File: src/rtl/gru_bptt_sequencer_if.sv
// Bus between the GRU BPTT sequencer, the training controller and the gradient datapath.
// slave is the sequencer's view; master is the controller/datapath view.
interface gru_bptt_sequencer_if #(
  parameter int DATABIT = 16,
  parameter int STEPBIT = 8,
  parameter int ACCBIT  = 24
);
  logic                      start;
  logic [STEPBIT-1:0]        num_steps;
  logic                      step_req;
  logic [STEPBIT-1:0]        step_addr;
  logic                      op_valid;
  logic                      en;
  logic                      result_valid;
  logic signed [DATABIT-1:0] result_0;
  logic signed [DATABIT-1:0] result_1;
  logic signed [DATABIT-1:0] result_2;
  logic signed [DATABIT-1:0] result_3;
  logic signed [DATABIT-1:0] dh0_dw;
  logic signed [DATABIT-1:0] dh1_dw;
  logic signed [DATABIT-1:0] dh2_dw;
  logic signed [DATABIT-1:0] dh3_dw;
  logic signed [ACCBIT-1:0]  acc_0;
  logic signed [ACCBIT-1:0]  acc_1;
  logic signed [ACCBIT-1:0]  acc_2;
  logic signed [ACCBIT-1:0]  acc_3;
  logic                      busy;
  logic                      done;
  logic                      err;

  modport slave (
    input  start, num_steps, op_valid, result_valid,
           result_0, result_1, result_2, result_3,
    output step_req, step_addr, en, dh0_dw, dh1_dw, dh2_dw, dh3_dw,
           acc_0, acc_1, acc_2, acc_3, busy, done, err
  );

  modport master (
    output start, num_steps, op_valid, result_valid,
           result_0, result_1, result_2, result_3,
    input  step_req, step_addr, en, dh0_dw, dh1_dw, dh2_dw, dh3_dw,
           acc_0, acc_1, acc_2, acc_3, busy, done, err
  );
endinterface

File: src/rtl/gru_bptt_sequencer.sv
// Walks the GRU gradient datapath backward through time, feeding each step's
// results back as the next step's dh inputs and summing them into saturating accumulators.
module gru_bptt_sequencer #(
  parameter int DATABIT = 16,
  parameter int CELLNUM = 4,
  parameter int STEPBIT = 8,
  parameter int ACCBIT  = 24,
  parameter int TIMEOUT = 63
) (
  input logic                 clk,
  input logic                 rst_n,
  gru_bptt_sequencer_if.slave bus
);
  localparam int              TBIT = $clog2(TIMEOUT + 1);
  localparam logic [TBIT-1:0] TMAX = TBIT'(TIMEOUT);

  typedef enum logic [2:0] {
    S_IDLE, S_FETCH, S_ISSUE, S_WAIT, S_UPDATE, S_FINISH
  } state_t;

  state_t                    state_q, state_d;
  logic [TBIT-1:0]           tcnt_q;
  logic [STEPBIT-1:0]        step_q;
  logic                      err_q;
  logic signed [DATABIT-1:0] dh_q    [CELLNUM];
  logic signed [DATABIT-1:0] res     [CELLNUM];
  logic signed [ACCBIT-1:0]  acc_q   [CELLNUM];
  logic signed [ACCBIT-1:0]  acc_sat [CELLNUM];
  logic signed [ACCBIT:0]    sum     [CELLNUM];

  logic accept, clr_err, set_err, capture, tcnt_clr, tcnt_inc, acc_upd, step_dec;
  logic tmo;

  assign tmo    = (tcnt_q == TMAX);
  assign res[0] = bus.result_0;
  assign res[1] = bus.result_1;
  assign res[2] = bus.result_2;
  assign res[3] = bus.result_3;

  always_ff @(posedge clk or negedge rst_n) begin
    if (!rst_n) state_q <= S_IDLE;
    else        state_q <= state_d;
  end

  always_comb begin
    state_d  = state_q;
    accept   = 1'b0;
    clr_err  = 1'b0;
    set_err  = 1'b0;
    capture  = 1'b0;
    tcnt_clr = 1'b0;
    tcnt_inc = 1'b0;
    acc_upd  = 1'b0;
    step_dec = 1'b0;
    unique case (state_q)
      S_IDLE: begin
        if (bus.start) begin
          clr_err = 1'b1;
          if (bus.num_steps != '0) begin
            accept  = 1'b1;
            state_d = S_FETCH;
          end else begin
            state_d = S_FINISH;
          end
        end
      end
      // Operand arrival is checked before the timeout so a late op_valid still wins.
      S_FETCH: begin
        if (bus.op_valid) begin
          tcnt_clr = 1'b1;
          state_d  = S_ISSUE;
        end else if (tmo) begin
          set_err = 1'b1;
          state_d = S_FINISH;
        end else begin
          tcnt_inc = 1'b1;
        end
      end
      S_ISSUE: state_d = S_WAIT;
      S_WAIT: begin
        if (bus.result_valid) begin
          capture  = 1'b1;
          tcnt_clr = 1'b1;
          state_d  = S_UPDATE;
        end else if (tmo) begin
          set_err = 1'b1;
          state_d = S_FINISH;
        end else begin
          tcnt_inc = 1'b1;
        end
      end
      S_UPDATE: begin
        acc_upd = 1'b1;
        if (step_q == '0) begin
          state_d = S_FINISH;
        end else begin
          step_dec = 1'b1;
          state_d  = S_FETCH;
        end
      end
      S_FINISH: state_d = S_IDLE;
      default:  state_d = S_IDLE;
    endcase
  end

  // One extra headroom bit exposes overflow; clamp when it disagrees with the sign bit.
  always_comb begin
    for (int unsigned i = 0; i < CELLNUM; i++) begin
      sum[i] = {acc_q[i][ACCBIT-1], acc_q[i]}
             + {{(ACCBIT + 1 - DATABIT){dh_q[i][DATABIT-1]}}, dh_q[i]};
      if (sum[i][ACCBIT] != sum[i][ACCBIT-1])
        acc_sat[i] = sum[i][ACCBIT] ? {1'b1, {(ACCBIT-1){1'b0}}} : {1'b0, {(ACCBIT-1){1'b1}}};
      else
        acc_sat[i] = sum[i][ACCBIT-1:0];
    end
  end

  always_ff @(posedge clk or negedge rst_n) begin
    if (!rst_n) begin
      tcnt_q <= '0;
      step_q <= '0;
      err_q  <= 1'b0;
      for (int unsigned i = 0; i < CELLNUM; i++) begin
        dh_q[i]  <= '0;
        acc_q[i] <= '0;
      end
    end else begin
      if (accept || tcnt_clr) tcnt_q <= '0;
      else if (tcnt_inc)      tcnt_q <= tcnt_q + 1'b1;

      if (accept)        step_q <= bus.num_steps - 1'b1;
      else if (step_dec) step_q <= step_q - 1'b1;

      if (clr_err)      err_q <= 1'b0;
      else if (set_err) err_q <= 1'b1;

      for (int unsigned i = 0; i < CELLNUM; i++) begin
        if (accept) begin
          dh_q[i]  <= '0;
          acc_q[i] <= '0;
        end else begin
          if (capture) dh_q[i]  <= res[i];
          if (acc_upd) acc_q[i] <= acc_sat[i];
        end
      end
    end
  end

  assign bus.step_req  = (state_q == S_FETCH) || (state_q == S_ISSUE) || (state_q == S_WAIT);
  assign bus.en        = (state_q == S_ISSUE);
  assign bus.busy      = (state_q != S_IDLE);
  assign bus.done      = (state_q == S_FINISH);
  assign bus.err       = err_q;
  assign bus.step_addr = step_q;
  assign bus.dh0_dw    = dh_q[0];
  assign bus.dh1_dw    = dh_q[1];
  assign bus.dh2_dw    = dh_q[2];
  assign bus.dh3_dw    = dh_q[3];
  assign bus.acc_0     = acc_q[0];
  assign bus.acc_1     = acc_q[1];
  assign bus.acc_2     = acc_q[2];
  assign bus.acc_3     = acc_q[3];
endmodule
File: src/flat_wrapper.sv
// flat-port wrapper written by rule: the top's interface ports become plain ports
module gru_bptt_sequencer_flat 
#(
  parameter int DATABIT = 16,
  parameter int CELLNUM = 4,
  parameter int STEPBIT = 8,
  parameter int ACCBIT  = 24,
  parameter int TIMEOUT = 63
)
  (clk, rst_n, bus_start, bus_num_steps, bus_op_valid, bus_result_valid, bus_result_0, bus_result_1, bus_result_2, bus_result_3, bus_step_req, bus_step_addr, bus_en, bus_dh0_dw, bus_dh1_dw, bus_dh2_dw, bus_dh3_dw, bus_acc_0, bus_acc_1, bus_acc_2, bus_acc_3, bus_busy, bus_done, bus_err);
  gru_bptt_sequencer_if #(.DATABIT(DATABIT), .STEPBIT(STEPBIT), .ACCBIT(ACCBIT)) bus_i ();
  input logic clk;
  input logic rst_n;
  input wire logic [$bits(bus_i.start)-1:0] bus_start;
  input wire logic [$bits(bus_i.num_steps)-1:0] bus_num_steps;
  input wire logic [$bits(bus_i.op_valid)-1:0] bus_op_valid;
  input wire logic [$bits(bus_i.result_valid)-1:0] bus_result_valid;
  input wire logic [$bits(bus_i.result_0)-1:0] bus_result_0;
  input wire logic [$bits(bus_i.result_1)-1:0] bus_result_1;
  input wire logic [$bits(bus_i.result_2)-1:0] bus_result_2;
  input wire logic [$bits(bus_i.result_3)-1:0] bus_result_3;
  output wire logic [$bits(bus_i.step_req)-1:0] bus_step_req;
  output wire logic [$bits(bus_i.step_addr)-1:0] bus_step_addr;
  output wire logic [$bits(bus_i.en)-1:0] bus_en;
  output wire logic [$bits(bus_i.dh0_dw)-1:0] bus_dh0_dw;
  output wire logic [$bits(bus_i.dh1_dw)-1:0] bus_dh1_dw;
  output wire logic [$bits(bus_i.dh2_dw)-1:0] bus_dh2_dw;
  output wire logic [$bits(bus_i.dh3_dw)-1:0] bus_dh3_dw;
  output wire logic [$bits(bus_i.acc_0)-1:0] bus_acc_0;
  output wire logic [$bits(bus_i.acc_1)-1:0] bus_acc_1;
  output wire logic [$bits(bus_i.acc_2)-1:0] bus_acc_2;
  output wire logic [$bits(bus_i.acc_3)-1:0] bus_acc_3;
  output wire logic [$bits(bus_i.busy)-1:0] bus_busy;
  output wire logic [$bits(bus_i.done)-1:0] bus_done;
  output wire logic [$bits(bus_i.err)-1:0] bus_err;
  assign bus_i.start = bus_start;
  assign bus_i.num_steps = bus_num_steps;
  assign bus_i.op_valid = bus_op_valid;
  assign bus_i.result_valid = bus_result_valid;
  assign bus_i.result_0 = bus_result_0;
  assign bus_i.result_1 = bus_result_1;
  assign bus_i.result_2 = bus_result_2;
  assign bus_i.result_3 = bus_result_3;
  assign bus_step_req = bus_i.step_req;
  assign bus_step_addr = bus_i.step_addr;
  assign bus_en = bus_i.en;
  assign bus_dh0_dw = bus_i.dh0_dw;
  assign bus_dh1_dw = bus_i.dh1_dw;
  assign bus_dh2_dw = bus_i.dh2_dw;
  assign bus_dh3_dw = bus_i.dh3_dw;
  assign bus_acc_0 = bus_i.acc_0;
  assign bus_acc_1 = bus_i.acc_1;
  assign bus_acc_2 = bus_i.acc_2;
  assign bus_acc_3 = bus_i.acc_3;
  assign bus_busy = bus_i.busy;
  assign bus_done = bus_i.done;
  assign bus_err = bus_i.err;
  gru_bptt_sequencer #(.DATABIT(DATABIT), .CELLNUM(CELLNUM), .STEPBIT(STEPBIT), .ACCBIT(ACCBIT), .TIMEOUT(TIMEOUT)) u_core (.clk(clk), .rst_n(rst_n), .bus(bus_i));
endmodule
File: config.mk
export PLATFORM = sky130hd
export DESIGN_NAME = gru_bptt_sequencer_flat
export DESIGN_NICKNAME = d
export VERILOG_FILES = /design/src/rtl/gru_bptt_sequencer_if.sv /design/src/rtl/gru_bptt_sequencer.sv /design/src/flat_wrapper.sv
export SDC_FILE = /design/constraint.sdc
export NUM_CORES = 1
export LEC_CHECK = 0
export ABC_CLOCK_PERIOD_IN_PS = 2700
export BUFFER_PORTS_ARGS = -buffer_cell sky130_fd_sc_hd__buf_4
export CORE_AREA = 4 4 165 167
export CTS_BUF_LIST = sky130_fd_sc_hd__clkbuf_8
export CTS_CLUSTER_DIAMETER = 30
export DETAILED_ROUTE_END_ITERATION = 10
export DIE_AREA = 0 0 169 171
export GPL_TIMING_DRIVEN = 0
export MAX_ROUTING_LAYER = met4
export PLACE_DENSITY = 0.73
export SYNTH_ARGS = -nofsm -noshare
export SYNTH_HDL_FRONTEND = slang
export SYNTH_SLANG_ARGS = --single-unit
File: constraint.sdc
create_clock -name clk -period 2.7 [get_ports clk]
set_input_delay 0 -clock clk [delete_from_list [all_inputs] [get_ports clk]]
set_output_delay 0 -clock clk [all_outputs]
set_load 0.02 [all_outputs]
==> results.cfg <==
[placed_design]
place_inst = 1946
dp_hpwl_um = 28700
gp_congestion = 0.920
dp_worst_setup_slack_ns = -0.576
portBuffers = 249

[clocking]
clock_latency_ns = 0.49
cts_tree = built
clock_sinks = 178
cts_inserted_buffers = 17
cts.clk_slew.worst_paths_ns = 0.12
clock-root-buffer = clkbuf_8
clk_path_buf_depth = 2
cts.htree.levels = 4

[yosys]
synth_top_area_cell = dfrtp_1
yosys_warnings = 0
synthFlopType = dfrtp_1
synth.most_common_cell = nand2_1
synth_cells = 1361
avgSynthCellArea_um2 = 8.99
synthArstFlopShare_pct = 100
synth.top_cell.area_share_pct = 36.4
synth_area_leaders = dfrtp_1 36%, ha_1 10%, nand2_1 6.4%, a221o_1 5.6%, a21oi_1 5.4%
synth_area_um2 = 12200
seq_area_frac_synth_pct = 36.4
synthTopCellsByCount = 208 x nand2_1, 178 x dfrtp_1, 131 x a21oi_1
synth_edf_count = 0
yosys_register_bits = 178
synth_cell_types = 84
synth_nets = 1540

[layout]
layout-drive-gt1-share_pct = 32.1
final_cells = 2149
syn_to_final_growth_pct = 45.6
num_antenna_cells = 0
final_nets = 1980

[power_and_ir_drop]
p_leak_nw = 8.52
powerDensity_nw_per_um2 = 978
power.total_mw = 17.4
peakVddDrop_uv = 670

[drt]
drt-initial-drc-count = 1065
via_per_inst = 6.03
firstDrtPassIters = 7
dr_total_vias = 12900
postRouteAntennaNets = 0
wl_per_cell_um = 20.2
drt-total-wl_um = 43400
drc = 0

[worst_hold_path]
hold_path.class = primary input to asynchronous set/reset pin

[sta]
setup_viol = 91
drv_slew = 0
min_period_over_period_pct = 115
finalSetupTns_ns = -22.36
tightest_slew_ns = 0.868
rsz0062_at_grt = yes
skew_ns = 0.0240
slew_headroom_pct = 41.4
setup_slack_ns = -0.416
final.min_clock_period_ns = 3.12
hold_viol = 0
fmax_mhz = 321
worst_hold_slack_ns = 0.0621

[global_route]
gr-total-overflow = 0
grt_max_degree = 98
grt_pass1_vias = 12500
grt_pass1_wl_um = 66400
met3_usage_pct = 4.39
grt_antenna_before_repair = 0
grt_util_met1_pct = 38.0
use_met2_pct = 47.4
grtUsageTotal_pct = 29.3
gr-max-usage-layer = met2

[worst_setup_path]
cp.required_ns = 3.08
cp_slowest_stage_delay_ns = 0.47
end_kind = register
critical_path_class = register to register
critPathLaunchType = register
path_cells = ha_4, fa_2, a21o_4, a221oi_4, a21oi_2, a221o_1, a221o_2, a221oi_2, xnor2_1, a221o_1
crit_buf_inv = 0
cp_top_family = compound AO/OA/AOI/OAI gates
cpMostUsedCell = a221o_1
path_max_fanout = 3
cp_slowest_cell = dfrtp_2
cp.arrival_ns = 3.50

[floorplan]
die_width_um = 169
fp.dieArea_um2 = 28900
rows = 59
io_pins = 250
start_util_pct = 47.5
fp.dieH_um = 171
core-area_um2 = 25800

[status]
status = complete, but fails checks
failed_checks = negative setup slack

[run]
cap_viol_max_count = 0
==> cells in the final DEF (no fill, tap or decap), drive strengths merged, types with 21 or more instances in the layout <==
master / count
a21oi: 132
inv: 25
nor3: 25
clkbuf: 53
nor2: 77
a31oi: 21
nand3: 21
o21ai: 75
buf: 376
ha: 98
dlygate4sd3: 80
xor2: 27
nand2: 208
a221o: 69
a21o: 42
dfrtp: 178
xnor2: 61
==> power breakdown <==
part / switching [mW] / internal (mW) / leakage [nW]
Sequential: 1.09 / 3.54 / 2.36
Clock: 1.21 / 0.703 / 0.204
Combinational: 5.96 / 4.91 / 5.95
==> path summary, 6_finish.rpt <==
check | startpoint | endpoint | slack [ns] | depth (start not counted)
worst max register to register | u_core.bus.dh1_dw[0]$_DFFE_PN0P_ | u_core.bus.acc_1[18]$_DFFE_PN0P_ | -0.42 | 10
worst max-delay path | u_core.bus.dh1_dw[0]$_DFFE_PN0P_ | u_core.bus.acc_1[18]$_DFFE_PN0P_ | -0.42 | 10
max in group asynchronous | rst_n | u_core.bus.acc_1[0]$_DFFE_PN0P_ | 1.67 | 3
min in group clk | bus_num_steps[1] | u_core.state_q[2]$_DFFE_PN0P_ | 0.11 | 6
worst min-delay path | rst_n | u_core.bus.acc_0[11]$_DFFE_PN0P_ | 0.06 | 2
worst min register to register | u_core.bus.err$_DFFE_PN0P_ | u_core.bus.err$_DFFE_PN0P_ | 0.51 | 1
==> final cells by class <==
type | count | area, um2
clock buffer | 17 | 234
clock inverter | 15 | 173
fill | 1933 | 7950
tap | 335 | 419
inverter | 18 | 67.6
sequential | 178 | 4480
multi-input combinational | 1093 | 8380
timing repair buffer | 434 | 3640
buffer | 59 | 427
==> flip-flops by register name, summed over array words and instances, names as in the netlist <==
name                  count
u_core.bus.acc_1         24
u_core.state_q            3
u_core.bus.acc_0         24
u_core.tcnt_q             6
u_core.bus.err            1
u_core.bus.dh3_dw        16
u_core.bus.acc_3         24
u_core.bus.acc_2         24
u_core.bus.dh0_dw        16
u_core.bus.dh2_dw        16
u_core.bus.dh1_dw        16
u_core.bus.step_addr      8
==> what timing repair did <==
item                                    4_1_cts  5_1_grt
pin swaps                                    44       58
gates cloned                                  8        0
hold buffers                                 80        0
buffers inserted                             58       44
endpoints found under the setup margin      165      139
resized for setup                           128       80
hold endpoints to repair                    156        0
==> kinds of logic (layout without fill, tap and decap cells) <==
group                      Yosys count  after routing  synth area share [%]
AOI/OAI and AO/OA                  452            452                  25.9
xor gates and xnor gates            88             88                  6.30
adders and majority gates          102            102                  10.7
buffers and inverters               90            543                  3.20
DFF                                178            178                  36.4
muxes                                7              7                 0.583
and+or+nand+nor                    444            444                  16.9
==> metal layers <==
layer / vias up / wire [um]
li1: 5961 / -
met1: 6299 / 18300
met3: 122 / 3060
met5: - / 0
met4: 0 / 1350
met2: 567 / 20600
==> through the flow <==
| step | cell area (um2) | util (%) |
|---|---|---|
| floorplan | 12500 | - |
| global placement | 14800 | 57.5 |
| detailed placement | 14900 | 57.7 |
| CTS | 17300 | 67.0 |
| global route | 17800 | 69.1 |
| finish | 17800 | 69.1 |
Power figures use the tool's default switching activity.
